`config.mk`:
```
export PLATFORM = sky130hd
export DESIGN_NAME = seq_div16
export DESIGN_NICKNAME = d
export VERILOG_FILES = /design/src/rtl/div_pkg.sv /design/src/rtl/div_sub_step.sv /design/src/rtl/seq_div16.sv
export SDC_FILE = /design/constraint.sdc
export NUM_CORES = 1
export LEC_CHECK = 0
export BUFFER_PORTS_ARGS = -buffer_cell sky130_fd_sc_hd__buf_2
export CAP_MARGIN = 20
export CORE_MARGIN = 5
export CORE_UTILIZATION = 55
export DETAILED_ROUTE_END_ITERATION = 8
export PLACE_DENSITY = 0.78
export SYNTH_ARGS = -nofsm -noshare
export SYNTH_HDL_FRONTEND = slang
export SYNTH_HIERARCHICAL = 1
export SYNTH_SLANG_ARGS = --single-unit
```
`constraint.sdc`:
```
create_clock -name clk -period 8.5 [get_ports clk]
set_input_delay 1.275 -clock clk [delete_from_list [all_inputs] [get_ports clk]]
set_output_delay 1.275 -clock clk [all_outputs]
set_load 0.05 [all_outputs]
```
`src/rtl/div_pkg.sv`:
```
// Shared types and constants for the sequential divider.
package div_pkg;

  localparam int DIV_W = 16;

  typedef enum logic [1:0] {
    IDLE,
    CALC,
    DONE
  } div_state_t;

  // Width of an iteration counter that has to reach w-1.
  function automatic int cnt_width(input int w);
    return (w > 1) ? $clog2(w) : 1;
  endfunction

endpackage

```
`src/rtl/div_sub_step.sv`:
```
// One restoring-division trial subtract: diff = a - b over N bits, borrow=1 when a < b.
// Built as a + ~b + 1 with per-bit propagate/generate terms and a ripple carry.
module div_sub_step #(
  parameter int N = 17
) (
  input  logic [N-1:0] a,
  input  logic [N-1:0] b,
  output logic [N-1:0] diff,
  output logic         borrow
);

  logic [N-1:0] p;
  logic [N-1:0] g;

  genvar gi;
  generate
    for (gi = 0; gi < N; gi++) begin : g_pg
      assign p[gi] = a[gi] ^ ~b[gi];
      assign g[gi] = a[gi] & ~b[gi];
    end
  endgenerate

  // Ripple the carry from the +1 injected at bit 0; no final carry means a borrow.
  always_comb begin : carry_chain
    logic cy;
    cy = 1'b1;
    for (int i = 0; i < N; i++) begin
      diff[i] = p[i] ^ cy;
      cy      = g[i] | (p[i] & cy);
    end
    borrow = ~cy;
  end

endmodule

```
`src/rtl/seq_div16.sv`:
```
// Iterative restoring divider, one quotient bit per clock, ready/valid on both sides.
// Optional build macro DIV_SIGNED_EN: two's-complement operands, truncating division
// (core runs on magnitudes, sign fix-up applied when the last step enters DONE).
module seq_div16
  import div_pkg::*;
#(
  parameter int WIDTH = DIV_W
) (
  input  logic             clk,
  input  logic             rst,
  input  logic             in_valid,
  output logic             in_ready,
  input  logic [WIDTH-1:0] dividend,
  input  logic [WIDTH-1:0] divisor,
  output logic             out_valid,
  input  logic             out_ready,
  output logic [WIDTH-1:0] quot,
  output logic [WIDTH-1:0] rem,
  output logic             div_zero
);

  localparam int            CW   = cnt_width(WIDTH);
  localparam logic [CW-1:0] LAST = CW'(WIDTH - 1);

  div_state_t       state_reg, state_next;
  logic [CW-1:0]    cnt_reg, cnt_next;
  logic [WIDTH:0]   r_reg, r_next;
  logic [WIDTH-1:0] q_reg, q_next;
  logic [WIDTH-1:0] dvs_reg, dvs_next;
  logic [WIDTH-1:0] quot_reg, quot_next;
  logic [WIDTH-1:0] rem_reg, rem_next;
  logic             dz_reg, dz_next;

  logic [WIDTH:0]   trial;
  logic [WIDTH:0]   diff;
  logic             borrow;
  logic [WIDTH:0]   step_r;
  logic [WIDTH-1:0] step_q;
  logic [WIDTH-1:0] dvd_mag, dvs_mag;
  logic [WIDTH-1:0] quot_fix, rem_fix;

  // After every step R < divisor, so its top bit is always 0 and never read back.
  logic unused_rtop;
  assign unused_rtop = r_reg[WIDTH];

  assign trial = {r_reg[WIDTH-1:0], q_reg[WIDTH-1]};

  div_sub_step #(.N(WIDTH + 1)) u_sub (
    .a      (trial),
    .b      ({1'b0, dvs_reg}),
    .diff   (diff),
    .borrow (borrow)
  );

  assign step_r = borrow ? trial : diff;
  assign step_q = {q_reg[WIDTH-2:0], ~borrow};

`ifdef DIV_SIGNED_EN
  logic qneg_reg, qneg_next;
  logic rneg_reg, rneg_next;

  // Magnitudes feed the unsigned core; the most-negative value maps onto itself, which is its magnitude.
  always_comb begin
    dvd_mag  = dividend[WIDTH-1] ? -dividend : dividend;
    dvs_mag  = divisor[WIDTH-1]  ? -divisor  : divisor;
    quot_fix = qneg_reg ? -step_q : step_q;
    rem_fix  = rneg_reg ? -step_r[WIDTH-1:0] : step_r[WIDTH-1:0];
  end

  // Sign flags captured at acceptance: quotient negative on differing signs, remainder follows dividend.
  always_ff @(posedge clk) begin
    if (rst) begin
      qneg_reg <= 1'b0;
      rneg_reg <= 1'b0;
    end else begin
      qneg_reg <= qneg_next;
      rneg_reg <= rneg_next;
    end
  end

  // Flags load only on a non-zero-divisor acceptance.
  always_comb begin
    qneg_next = qneg_reg;
    rneg_next = rneg_reg;
    if (state_reg == IDLE && in_valid && divisor != '0) begin
      qneg_next = dividend[WIDTH-1] ^ divisor[WIDTH-1];
      rneg_next = dividend[WIDTH-1];
    end
  end
`else
  // Unsigned core: operands and results pass straight through.
  always_comb begin
    dvd_mag  = dividend;
    dvs_mag  = divisor;
    quot_fix = step_q;
    rem_fix  = step_r[WIDTH-1:0];
  end
`endif

  // State and datapath registers.
  always_ff @(posedge clk) begin
    if (rst) begin
      state_reg <= IDLE;
      cnt_reg   <= '0;
      r_reg     <= '0;
      q_reg     <= '0;
      dvs_reg   <= '0;
      quot_reg  <= '0;
      rem_reg   <= '0;
      dz_reg    <= 1'b0;
    end else begin
      state_reg <= state_next;
      cnt_reg   <= cnt_next;
      r_reg     <= r_next;
      q_reg     <= q_next;
      dvs_reg   <= dvs_next;
      quot_reg  <= quot_next;
      rem_reg   <= rem_next;
      dz_reg    <= dz_next;
    end
  end

  // Next-state and datapath: accept, iterate WIDTH steps, then hold the result until consumed.
  always_comb begin
    state_next = state_reg;
    cnt_next   = cnt_reg;
    r_next     = r_reg;
    q_next     = q_reg;
    dvs_next   = dvs_reg;
    quot_next  = quot_reg;
    rem_next   = rem_reg;
    dz_next    = dz_reg;
    unique case (state_reg)
      IDLE: begin
        if (in_valid) begin
          if (divisor == '0) begin
            state_next = DONE;
            quot_next  = '1;
            rem_next   = dividend;
            dz_next    = 1'b1;
          end else begin
            state_next = CALC;
            dvs_next   = dvs_mag;
            q_next     = dvd_mag;
            r_next     = '0;
            cnt_next   = '0;
            dz_next    = 1'b0;
          end
        end
      end
      CALC: begin
        r_next   = step_r;
        q_next   = step_q;
        cnt_next = cnt_reg + 1'b1;
        if (cnt_reg == LAST) begin
          state_next = DONE;
          quot_next  = quot_fix;
          rem_next   = rem_fix;
        end
      end
      DONE: begin
        if (out_ready) begin
          state_next = IDLE;
        end
      end
      default: state_next = IDLE;
    endcase
  end

  assign in_ready  = (state_reg == IDLE);
  assign out_valid = (state_reg == DONE);
  assign quot      = quot_reg;
  assign rem       = rem_reg;
  assign div_zero  = dz_reg;

endmodule

```
Yosys cells after proc, flatten, opt, wreduce, memory -nomap -nowiden
Index checks and enable logic that the tools add are counted.
W data, S select, Z words.
Word-level totals
  input port bits: 36
  register bits after elaboration: 87
  word-level logic and storage cells: 148
Operators by class
  bitwise logic cells: 99
  eq/ne operators: 8
  add/sub/neg operators: 1
  mux-type cells: 24
  reduce and logical (&&, ||, !) cells: 8
Operators by type and width (number)
  $mux W16: 11
  $pmux W16 S2: 4
  $and A1 B1 Y1: 32
  $xor A1 B1 Y1: 31
  $not A1 Y1: 19
  $or A1 B1 Y1: 17
  $logic_not A16 Y1: 1
  $reduce_and A3 Y1: 3
  $mux W2: 4
  $mux W4: 2
  $pmux W4 S2: 1
  $ne A2 B2 Y1 const B: 3
  $pmux W2 S3: 1
  $add A4 B1 Y4 const B: 1
  $eq A4 B4 Y1 const B: 1
  $ne A2 B1 Y1 const B: 2
  $reduce_and A4 Y1: 1
  $eq A2 B1 Y1 const B: 1
  $eq A2 B2 Y1 const B: 1
  $logic_not A2 Y1: 1
  $reduce_and A2 Y1: 1
  $reduce_bool A2 Y1: 1
  $mux W1: 1

Logic depth before layout (Yosys ltp)
Gate-level depths: netlist of run 1.
  depth in word-level cells: 38
  gate-level depth with buffers: 24
  mapped depth without buffers: 22

Cells and area by module
Netlist of run 1, hierarchy kept.
Modules (own cells, without submodules)
  seq_div16: times used 1, area an instance 4020.1 um2, cells each 422
  div_sub_step: times used 1, area an instance 460.4 um2, cells each 51

Least setup slack after synthesis of run 1
No wires, ideal clock.
  kind: flip-flop to flip-flop
  from: register q_reg[15]
  to: register rem_reg[10], in the netlist rem[10]
  setup slack: 0.901 ns
  required time: 8.428 ns
  arrival: 7.527 ns
  cell stages (with the launch flop): 24
  buffers on the path: 2
  library setup time: 0.072 ns
  path through: dfxtp_1 -> inv_1 -> ha_1 -> fa_1 -> fa_1 -> fa_1 -> fa_1 -> fa_1 -> fa_1 -> fa_1 -> fa_1 -> fa_1 -> fa_1 -> fa_1 -> fa_1 -> fa_1 -> fa_1 -> fa_1 -> fa_1 -> buf_2 -> buf_2 -> mux2i_1 -> a211o_1 -> mux2i_1
On the way
  word-level cells in the longest chain between the ends: 37
  elaborated cells on any way between the ends: 39
  classes of those cells: mux: 3; bitwise: 36
Ends and longest elaborated chain
  start: declaration: line seq_div16.sv:28  | logic [WIDTH-1:0] q_reg, q_next;
  start signal: assignment: line seq_div16.sv:115  | q_reg <= q_next;
  $and A1 B1 Y1 / $xor A1 B1 Y1 (equally long branches): line div_sub_step.sv:19, div_sub_step.sv:18
  $or A1 B1 Y1 (*): line div_sub_step.sv:29  | cy = g[i] | (p[i] & cy);
  $and A1 B1 Y1 (*): line div_sub_step.sv:29
  $or A1 B1 Y1 (*): line div_sub_step.sv:29
  $and A1 B1 Y1 (*): line div_sub_step.sv:29
  $or A1 B1 Y1 (*): line div_sub_step.sv:29
  $and A1 B1 Y1 (*): line div_sub_step.sv:29
  $or A1 B1 Y1 (*): line div_sub_step.sv:29
  [21 not listed]
  $or A1 B1 Y1: line div_sub_step.sv:29
  $and A1 B1 Y1: line div_sub_step.sv:29
  $or A1 B1 Y1: line div_sub_step.sv:29
  $and A1 B1 Y1: line div_sub_step.sv:29
  $or A1 B1 Y1: line div_sub_step.sv:29
  $mux W16 (*): line seq_div16.sv:55  | assign step_r = borrow ? trial : diff;
  $mux W16 (*): line seq_div16.sv:155  | if (cnt_reg == LAST) begin
  $pmux W16 S2 (*): line seq_div16.sv:133  | unique case (state_reg)
  end signal: assignment: line seq_div16.sv:118  | rem_reg <= rem_next;
  end: declaration: line seq_div16.sv:31  | logic [WIDTH-1:0] rem_reg, rem_next;
Mark *: on every way between the ends. The rest lies on a longest branch, timed or not. The select of a mux whose other input is x is not followed.
A chain may end at the register's enable or synchronous reset.

Final worst setup path of run 1
  from: register q_reg[15]
  to: register r_reg[7]
On the way
  word-level cells in the longest chain between the ends: 36
  elaborated cells on any way between the ends: 38
  classes of those cells: mux: 2; bitwise: 36
Ends and longest elaborated chain
  $and A1 B1 Y1 / $xor A1 B1 Y1 (equally long branches): line div_sub_step.sv:19, div_sub_step.sv:18
  $or A1 B1 Y1 (*): line div_sub_step.sv:29
  $and A1 B1 Y1 (*): line div_sub_step.sv:29
  $or A1 B1 Y1 (*): line div_sub_step.sv:29
  $and A1 B1 Y1 (*): line div_sub_step.sv:29
  $or A1 B1 Y1 (*): line div_sub_step.sv:29
  $and A1 B1 Y1 (*): line div_sub_step.sv:29
  $or A1 B1 Y1 (*): line div_sub_step.sv:29
  [20 not listed]
  $and A1 B1 Y1: line div_sub_step.sv:29
  $or A1 B1 Y1: line div_sub_step.sv:29
  $and A1 B1 Y1: line div_sub_step.sv:29
  $or A1 B1 Y1: line div_sub_step.sv:29
  $and A1 B1 Y1: line div_sub_step.sv:29
  $or A1 B1 Y1: line div_sub_step.sv:29
  $mux W16 (*): line seq_div16.sv:55
  $pmux W16 S2 (*): line seq_div16.sv:133
  end signal: assignment: line seq_div16.sv:114  | r_reg <= r_next;
  end: declaration: line seq_div16.sv:27  | logic [WIDTH:0] r_reg, r_next;
Mark *: on every way between the ends. The rest lies on a longest branch, timed or not.

==> results.py, run 1 <==
metrics = {
    "run_status": {
        "status": "complete, no violations",
    },
    "placed_design": {
        "preCtsSetupSlack_ps": 626.2,
        "portBuffers": 70,
        "gp_congestion": 0.8310,
        "dp.cells": 613,
        "dpl.hpwl_mm": 6.804,
    },
    "timing": {
        "max_slew_margin_pct": 31.06,
        "rsz0062_at_grt": "false",
        "post-route-period-util_pct": 93.36,
        "whs_ps": 464.5,
        "setup_viol": 0,
        "slew_violations": 0,
        "tns_ps": 0,
        "setup_slack_ps": 564.6,
        "finalCriticalPeriod_ps": 7935,
        "hold_violations": 0,
        "max_freq_mhz": 126.0,
        "clock_skew_ps": 12.27,
        "worst-slew-pin-transition_ps": 1034,
    },
    "final_layout": {
        "drive_gt1_share_pct": 19.47,
        "area_growth_syn_to_layout_pct": 10.96,
        "nets": 573,
        "n_fill_cell": 703,
        "final_cell_count_no_fill": 629,
        "antennaDiodeCount": 0,
    },
    "logic_synthesis": {
        "syn-cell-area_um2": 4477,
        "yosys_warnings": 6,
        "syn_nets": 526,
        "netlist_instances": 472,
        "avgSynthCellArea_um2": 9.485,
    },
    "clock_network": {
        "clk_latency_ps": 350,
        "cts_max_path_buffers": 2,
        "cts_hold_buf": 0,
        "cts_max_level": 3,
        "tritoncts": "done",
        "post-cts-setup-buffers": 0,
        "clkTransAtPathRegs_ps": 90,
        "cts-root-buf": "clkbuf_8",
        "cts-resized-gates": 0,
        "cts_buffers": 9,
        "cts.sinks": 87,
    },
    "run": {
        "cap_violations": 0,
    },
    "drt": {
        "route.detailed.drc": 0,
        "detail-route-antenna-nets": 0,
        "routed-via-count": 3463,
        "via_per_inst": 5.506,
        "first_iter_violations": 242,
        "drt_pass1_iterations": 7,
        "wire_per_inst_um": 15.49,
        "totalWireLength_mm": 9.745,
    },
    "floorplanning": {
        "dieArea_um2": 10040,
        "die_h_um": 100.2,
        "start_util_pct": 55.32,
        "rows": 33,
        "core_region_area_um2": 8093,
        "die_w_um": 100.2,
        "io_pins": 71,
    },
    "grt": {
        "grt_pass1_vias": 3281,
        "grt_overflow_total": 0,
        "grt_usage_pct": 20.23,
        "antenna_found_initial": 0,
        "grt_max_degree": 120,
        "grt_pass1_wl_mm": 16.25,
    },
    "worst_setup_path": {
        "cp.arrival_ps": 8140,
        "crit_type": "reg2reg",
        "startpoint_type": "register",
        "crit_path_max_fanout": 18,
        "crit_required_ps": 8700,
        "end_kind": "register",
    },
    "pwr": {
        "ir_drop_uv": 83.37,
        "power.leakage_nw": 2.308,
        "power.total_uw": 863.4,
        "power_density_nw_per_um2": 173.8,
    },
    "worst_hold_path": {
        "hold_path.class": "reg2reg",
    },
}
critical path, cell delays in order, from the launching register on:
cell	delay, ps
dfxtp_1	360
inv_1	50
ha_1	200
fa_1	380
fa_1	390
fa_1	390
fa_1	400
fa_1	390
fa_1	390
fa_1	400
fa_1	390
fa_1	390
fa_1	400
fa_1	400
fa_1	390
fa_1	390
fa_1	390
fa_1	410
fa_1	390
buf_4	250
mux2i_1	330
nor2_1	80
a31oi_1	170
nor2_1	50
worst paths after layout:
path | cells after the start | end | slack, ps | from
min | 2 | div_zero$_SDFFE_PP0P_ | 460 | div_zero$_SDFFE_PP0P_
max | 23 | r_reg[7]$_SDFFE_PP0P_ | 560 | q_reg[15]$_SDFFE_PP0P_
max reg2reg | 23 | r_reg[7]$_SDFFE_PP0P_ | 560 | q_reg[15]$_SDFFE_PP0P_
min reg2reg | 2 | div_zero$_SDFFE_PP0P_ | 460 | div_zero$_SDFFE_PP0P_
per-layer routing:
| layer | share of wire, % | up-vias | global-route usage (%) |
|---|---|---|---|
| li1 | - | 1706 | - |
| met1 | 46 | 1630 | 28.75 |
| met2 | 45 | 109 | 30.58 |
| met3 | 5.9 | 18 | 2.849 |
| met4 | 3.0 | 0 | 9.016 |
| met5 | 0 | - | 0 |
layout make-up:
| cell class | instances | area, um^2 | area share [%] |
|---|---|---|---|
| clock buffer | 9 | 123.9 | 2.494 |
| clock inverter | 7 | 73.82 | 1.486 |
| inverter | 34 | 127.6 | 2.569 |
| multi-input combinational | 311 | 2374 | 47.78 |
| sequential | 87 | 1742 | 35.06 |
| tap | 105 | 131.4 | 2.645 |
| timing repair buffer | 76 | 395.4 | 7.960 |
placed cells by master (no fill, tap or decap), types with 15 or more instances in the layout:
| cell | instances |
|---|---|
| a211o_1 | 16 |
| a21oi_1 | 24 |
| a22oi_1 | 15 |
| a31oi_1 | 17 |
| buf_2 | 70 |
| dfxtp_1 | 87 |
| fa_1 | 16 |
| inv_1 | 34 |
| mux2i_1 | 63 |
| nand2b_1 | 34 |
| nand3_1 | 22 |
| nor2_1 | 67 |
| o21bai_1 | 15 |
per-stage QoR:
stage	util, %	instance area [um^2]
after floorplan	-	4477
after global placement	58.94	4770
after detailed placement	58.94	4770
after CTS	61.38	4967
after global routing	61.38	4967
final	61.38	4967
power by group:
group / internal, mW / total [mW] / switching, mW
registers: 0.420 / 0.432 / 0.0116
logic: 0.0614 / 0.147 / 0.0851
clock network: 0.136 / 0.285 / 0.149
total: 0.618 / 0.863 / 0.245
No activity file was read; power rests on OpenSTA's default activity.
==> run 2, diff against run 1 <==
--- a/config.mk
+++ b/config.mk
@@ -7,8 +7,9 @@
 export LEC_CHECK = 0
 export BUFFER_PORTS_ARGS = -buffer_cell sky130_fd_sc_hd__buf_2
 export CAP_MARGIN = 20
-export CORE_MARGIN = 5
+export CORE_MARGIN = 2
 export CORE_UTILIZATION = 55
+export CTS_BUF_LIST = sky130_fd_sc_hd__clkbuf_16
 export DETAILED_ROUTE_END_ITERATION = 8
 export PLACE_DENSITY = 0.78
 export SYNTH_ARGS = -nofsm -noshare
==> run 2 against run 1 <==
Setup slack better by 25 ps. Count of clock-buffer cells in the layout stayed put. Sequential share of layout area fell by 0.61 points. Critical path type unchanged. Sequential power about the same. Critical path depth is the same. Core utilization is 3.4 points higher. Total power up 12%. Cell count down 0.48%. Fmax rose by 0.31%.
==> results.py, run 2 (same netlist as run 1, synthesis figures left out) <==
metrics = {
    "grt": {
        "grt_usage_pct": 23.17,
        "antenna_found_initial": 0,
        "grt_pass1_vias": 3247,
        "grt_overflow_total": 0,
        "grt_pass1_wl_mm": 15.90,
        "grt_max_degree": 120,
    },
    "floorplanning": {
        "die_w_um": 94.22,
        "start_util_pct": 57.34,
        "rows": 32,
        "core_region_area_um2": 7807,
        "io_pins": 71,
        "dieArea_um2": 8877,
        "die_h_um": 94.22,
    },
    "worst_setup_path": {
        "r2r-start": "q_reg[15]$_SDFFE_PP0P_",
        "cp.arrival_ps": 8090,
        "crit_path_start": "q_reg[15]$_SDFFE_PP0P_",
        "startpoint_type": "register",
        "crit_required_ps": 8680,
        "r2r_slack_ps": 590,
        "end_kind": "register",
        "crit_path_max_fanout": 18,
        "crit_type": "reg2reg",
        "reg2regPathDepth": 23,
    },
    "clock_network": {
        "cts_hold_buf": 0,
        "clk_latency_ps": 340,
        "tritoncts": "done",
        "cts_buffers": 9,
        "clkTransAtPathRegs_ps": 60,
        "post-cts-setup-buffers": 0,
        "cts_max_path_buffers": 2,
        "cts_max_level": 3,
        "cts-resized-gates": 0,
        "cts.sinks": 87,
        "cts-root-buf": "clkbuf_16",
    },
    "timing": {
        "worst-slew-pin-transition_ps": 1076,
        "max_freq_mhz": 126.4,
        "hold_violations": 0,
        "clock_skew_ps": 7.267,
        "rsz0062_at_grt": "false",
        "setup_viol": 0,
        "post-route-period-util_pct": 93.07,
        "tns_ps": 0,
        "slew_violations": 0,
        "finalCriticalPeriod_ps": 7911,
        "max_slew_margin_pct": 28.26,
    },
    "drt": {
        "first_iter_violations": 257,
        "route.detailed.drc": 0,
        "detail-route-antenna-nets": 0,
        "via_per_inst": 5.492,
        "routed-via-count": 3438,
        "wire_per_inst_um": 15.56,
        "drt_pass1_iterations": 4,
        "totalWireLength_mm": 9.743,
    },
    "worst_hold_path": {
        "hold_path_depth": 2,
        "hp-start": "div_zero$_SDFFE_PP0P_",
        "hold_path.class": "reg2reg",
    },
    "final_layout": {
        "drive_gt1_share_pct": 19.27,
        "layout_commonest_cell": "dfxtp_1",
        "antennaDiodeCount": 0,
        "final_cell_area_um2": 5055,
        "layout_common_cells": "dfxtp_1 (87), buf_2 (70), nor2_1 (67)",
        "area_growth_syn_to_layout_pct": 12.91,
        "nets": 573,
    },
    "run_status": {
        "status": "complete, no violations",
    },
    "placed_design": {
        "dpl.hpwl_mm": 6.559,
        "portBuffers": 70,
        "place_area_um2": 4766,
        "gp_congestion": 0.8153,
    },
    "run": {
        "cap_violations": 0,
    },
    "pwr": {
        "ir_drop_uv": 103.2,
        "power.total_uw": 963.2,
        "power.leakage_nw": 2.348,
        "power_density_nw_per_um2": 190.6,
    },
}
==> run 2: changes by cell type in the layout (fill, tap and decap cells not counted), sizes merged <==
cell / change
clkinv: -1
clkinvlp: +1
==> run 2: worst paths after layout <==
path	to
worst max-delay path	r_reg[5]$_SDFFE_PP0P_
worst min-delay path	div_zero$_SDFFE_PP0P_
worst max register to register	r_reg[5]$_SDFFE_PP0P_
worst min register to register	div_zero$_SDFFE_PP0P_
==> run 2: critical path: stages, from the launching register on <==
cell,delay (ps)
dfxtp_1,360
inv_1,50
ha_1,210
fa_1,390
fa_1,390
fa_1,380
fa_1,380
fa_1,400
fa_1,410
fa_1,390
fa_1,390
fa_1,390
fa_1,390
fa_1,410
fa_1,400
fa_1,390
fa_1,410
fa_1,410
fa_1,380
buf_4,240
mux2i_1,260
nor2_1,80
a31oi_1,170
nor2_1,60
==> run 2: report_power, final <==
group / switching [mW] / internal (mW)
combinational: 0.0850 / 0.0615
sequential: 0.0115 / 0.421
clock: 0.159 / 0.225
total: 0.256 / 0.707
==> run 2: stage by stage <==
stage,worst slack (ps),hold slack [ps],std cells,util (%)
final,589.2,459.1,626,64.74
after global routing,272.5,485.4,626,64.74
after CTS,603.6,465.0,626,64.74
after detailed placement,651.4,451.6,610,61.04
after global placement,847.2,445.4,610,61.04
after floorplan,901.3,456.3,472,-
==> run 2: layout make-up <==
| type | count | area [um^2] |
|---|---|---|
| Fill cell | 652 | 2753 |
| Inverter | 34 | 127.6 |
| Timing Repair Buffer | 76 | 395.4 |
| Multi-Input combinational cell | 311 | 2374 |
| Clock buffer | 9 | 225.2 |
| Clock inverter | 7 | 63.81 |
| Sequential cell | 87 | 1742 |
| Tap cell | 102 | 127.6 |
==> run 2: metal layers <==
| metal | global-route usage, % | part of all wire [%] | vias up |
|---|---|---|---|
| met2 | 35.65 | 45 | 90 |
| met4 | 9.783 | 2.1 | 0 |
| met5 | 0 | 0 | - |
| met1 | 32.92 | 48 | 1629 |
| li1 | - | - | 1703 |
| met3 | 2.809 | 4.6 | 16 |
==> run 3, diff against run 2 <==
--- a/config.mk
+++ b/config.mk
@@ -8,10 +8,10 @@
 export BUFFER_PORTS_ARGS = -buffer_cell sky130_fd_sc_hd__buf_2
 export CAP_MARGIN = 20
 export CORE_MARGIN = 2
-export CORE_UTILIZATION = 55
+export CORE_UTILIZATION = 51
 export CTS_BUF_LIST = sky130_fd_sc_hd__clkbuf_16
 export DETAILED_ROUTE_END_ITERATION = 8
-export PLACE_DENSITY = 0.78
+export PLACE_DENSITY = 0.76
 export SYNTH_ARGS = -nofsm -noshare
 export SYNTH_HDL_FRONTEND = slang
 export SYNTH_HIERARCHICAL = 1
==> constraint.sdc (replaced) <==
create_clock -name clk -period 6.7 [get_ports clk]
set_input_delay 1.005 -clock clk [delete_from_list [all_inputs] [get_ports clk]]
set_output_delay 1.005 -clock clk [all_outputs]
set_load 0.05 [all_outputs]
==> run 3 against run 2 <==
The run now ends with negative setup slack left. Register-to-register slack worse by 900 ps. Combinational power is 37% higher. Sequential share of layout area is 1.1 points lower. Cell area is 3.2% higher. Flip-flop and latch count stayed put. Via count is 0.23% higher. Count of clock-buffer cells in the layout stayed put. Wire length is 0.94% higher. Setup slack worse by 900 ps. Global-route usage is 2.0 points lower. Highest routed layer unchanged. Non-clock buffer count is 6 higher.
==> results.py, run 3 (same netlist as run 1, synthesis figures left out) <==
metrics = {
    "final_layout": {
        "nets": 579,
        "area_growth_syn_to_layout_pct": 16.57,
        "layout_commonest_cell": "dfxtp_1",
        "layout_common_cells": "dfxtp_1 (86), buf_2 (70), nor2_1 (66)",
        "drive_gt1_share_pct": 24.72,
        "antennaDiodeCount": 0,
    },
    "clock_network": {
        "cts_max_path_buffers": 2,
        "clkTransAtPathRegs_ps": 60,
        "cts_max_level": 3,
        "cts-root-buf": "clkbuf_16",
        "cts_hold_buf": 0,
        "cts_buffers": 9,
        "cts.sinks": 87,
        "tritoncts": "done",
        "clk_latency_ps": 330,
    },
    "floorplanning": {
        "start_util_pct": 51.84,
        "die_h_um": 97.69,
        "dieArea_um2": 9543,
        "die_w_um": 97.69,
        "io_pins": 71,
        "rows": 34,
        "core_region_area_um2": 8636,
    },
    "placed_design": {
        "preCtsSetupSlack_ps": -260.4,
        "dpl.hpwl_mm": 6.698,
        "portBuffers": 70,
        "gp_congestion": 0.7903,
    },
    "worst_setup_path": {
        "crit_path_max_fanout": 17,
        "end_kind": "register",
        "crit_slowest_cell": "fa_2",
        "crit_buf_inv": 2,
        "crit_required_ps": 6880,
        "cp_slowest_stage_delay_ps": 360,
        "crit_path_start": "q_reg[15]$_SDFFE_PP0P_",
        "startpoint_type": "register",
        "r2r-start": "q_reg[15]$_SDFFE_PP0P_",
        "cp.arrival_ps": 7190,
        "critPathMostFrequentCell": "fa_2",
        "crit_path_cell_trace": "inv_2 -> ha_4 -> fa_2 -> fa_2 -> fa_2 -> fa_2 -> fa_2 -> fa_2 -> fa_2 -> fa_2 -> fa_2 -> fa_2 -> fa_2 -> fa_2 -> fa_2 -> fa_2 -> fa_2 -> fa_2 -> buf_12 -> mux2i_1 -> nor2_1 -> a31oi_1 -> nor2_1",
        "cp_top_family": "adder cells",
        "crit_type": "reg2reg",
    },
    "grt": {
        "grtUsageMet3_pct": 4.532,
        "antenna_found_initial": 0,
        "grt_util_met1_pct": 28.68,
        "grt_pass1_vias": 3374,
        "grt_overflow_total": 0,
        "grt_max_degree": 120,
        "top_usage_layer": "met2",
        "grt_usage_pct": 21.14,
        "use_met2_pct": 32.68,
        "grt_pass1_wl_mm": 16.28,
    },
    "worst_hold_path": {
        "hp-start": "div_zero$_SDFFE_PP0P_",
        "hold_path.class": "reg2reg",
    },
    "run_status": {
        "status": "finished, violations left",
        "violations": "negative setup slack",
    },
    "drt": {
        "via_per_inst": 5.401,
        "wire_per_inst_um": 15.42,
        "first_iter_violations": 188,
        "totalWireLength_mm": 9.835,
        "detail-route-antenna-nets": 0,
        "route.detailed.drc": 0,
        "drt_pass1_iterations": 5,
        "routed-via-count": 3446,
    },
    "timing": {
        "slew_violations": 0,
        "max_slew_margin_pct": 29.33,
        "rsz0062_at_grt": "true",
        "finalCriticalPeriod_ps": 7008,
        "tns_ps": -7209,
        "setup_viol": 34,
        "max_freq_mhz": 142.7,
        "whs_ps": 456.1,
        "setup_slack_ps": -307.5,
        "worst-slew-pin-transition_ps": 1060,
        "hold_violations": 0,
        "clock_skew_ps": 5.558,
        "post-route-period-util_pct": 104.6,
    },
    "run": {
        "cap_violations": 0,
    },
    "pwr": {
        "power.leakage_nw": 2.380,
        "power.switching_uw": 334.4,
        "clockPowerShare_pct": 41.6,
        "switching_share_pct": 26.03,
        "p_seq_share_pct": 42.8,
        "internal-power_uw": 950.2,
        "ir_drop_uv": 142.6,
        "power_density_nw_per_um2": 246.2,
        "pwr-share-comb_pct": 15.6,
    },
}
==> run 3: changes by cell type in the layout (fill, tap and decap cells not counted), sizes merged <==
cell,change
clkinvlp,-1
inv,+2
bufinv,+1
clkinv,-2
buf,+6
==> run 3: power groups by stage <==
stage                     sequential [mW]  combinational [mW]  clock [mW]
after CTS                           0.549               0.199       0.544
after global placement              0.560               0.189           0
after detailed placement            0.561               0.196           0
after floorplan                     0.557               0.149           0
after global routing                0.551               0.226       0.566
final                               0.549               0.201       0.534
==> run 3: per-stage QoR <==
stage | power (mW) | cells | util (%) | instance area, um^2
3_3_place_gp | 0.7491 | 621 | 56.48 | 4877
3_5_place_dp | 0.7568 | 621 | 56.48 | 4877
4_1_cts | 1.292 | 638 | 60.32 | 5209
5_1_grt | 1.343 | 638 | 60.43 | 5219
6_report | 1.285 | 638 | 60.43 | 5219
2_1_floorplan | 0.7061 | 472 | - | 4547
==> run 3: area by class of cell <==
class	instances	area, um^2
Multi-Input combinational cell	311	2440
Clock buffer	9	225.2
Clock inverter	7	95.09
Timing Repair Buffer	82	452.9
Fill cell	714	3417
Sequential cell	87	1743
Tap cell	108	135.1
Inverter	34	127.6
==> run 3: metal layers <==
layer	routed length (um)	vias to the layer above
met5	0	-
li1	-	1722
met4	205	0
met3	459	10
met2	4526	87
met1	4643	1627
==> run 3: timing repair <==
item / in CTS / in global routing
cloned: 0 / 0
endpoints found under the setup margin: 32 / 34
setup buffers: 1 / 0
resized for setup: 1 / 3
pin swaps: 1 / 1
==> run 3: worst paths after layout <==
kind	to	slack [ps]	cells after the start
max	r_reg[14]$_SDFFE_PP0P_	-310	23
max reg2reg	r_reg[14]$_SDFFE_PP0P_	-310	23
min	div_zero$_SDFFE_PP0P_	460	2
min reg2reg	div_zero$_SDFFE_PP0P_	460	2
==> run 3: tightest hold or removal path, cell delays in order, from the launching register on <==
cell and delay, ps:
dfxtp_1 300, inv_1 40, a211oi_1 60
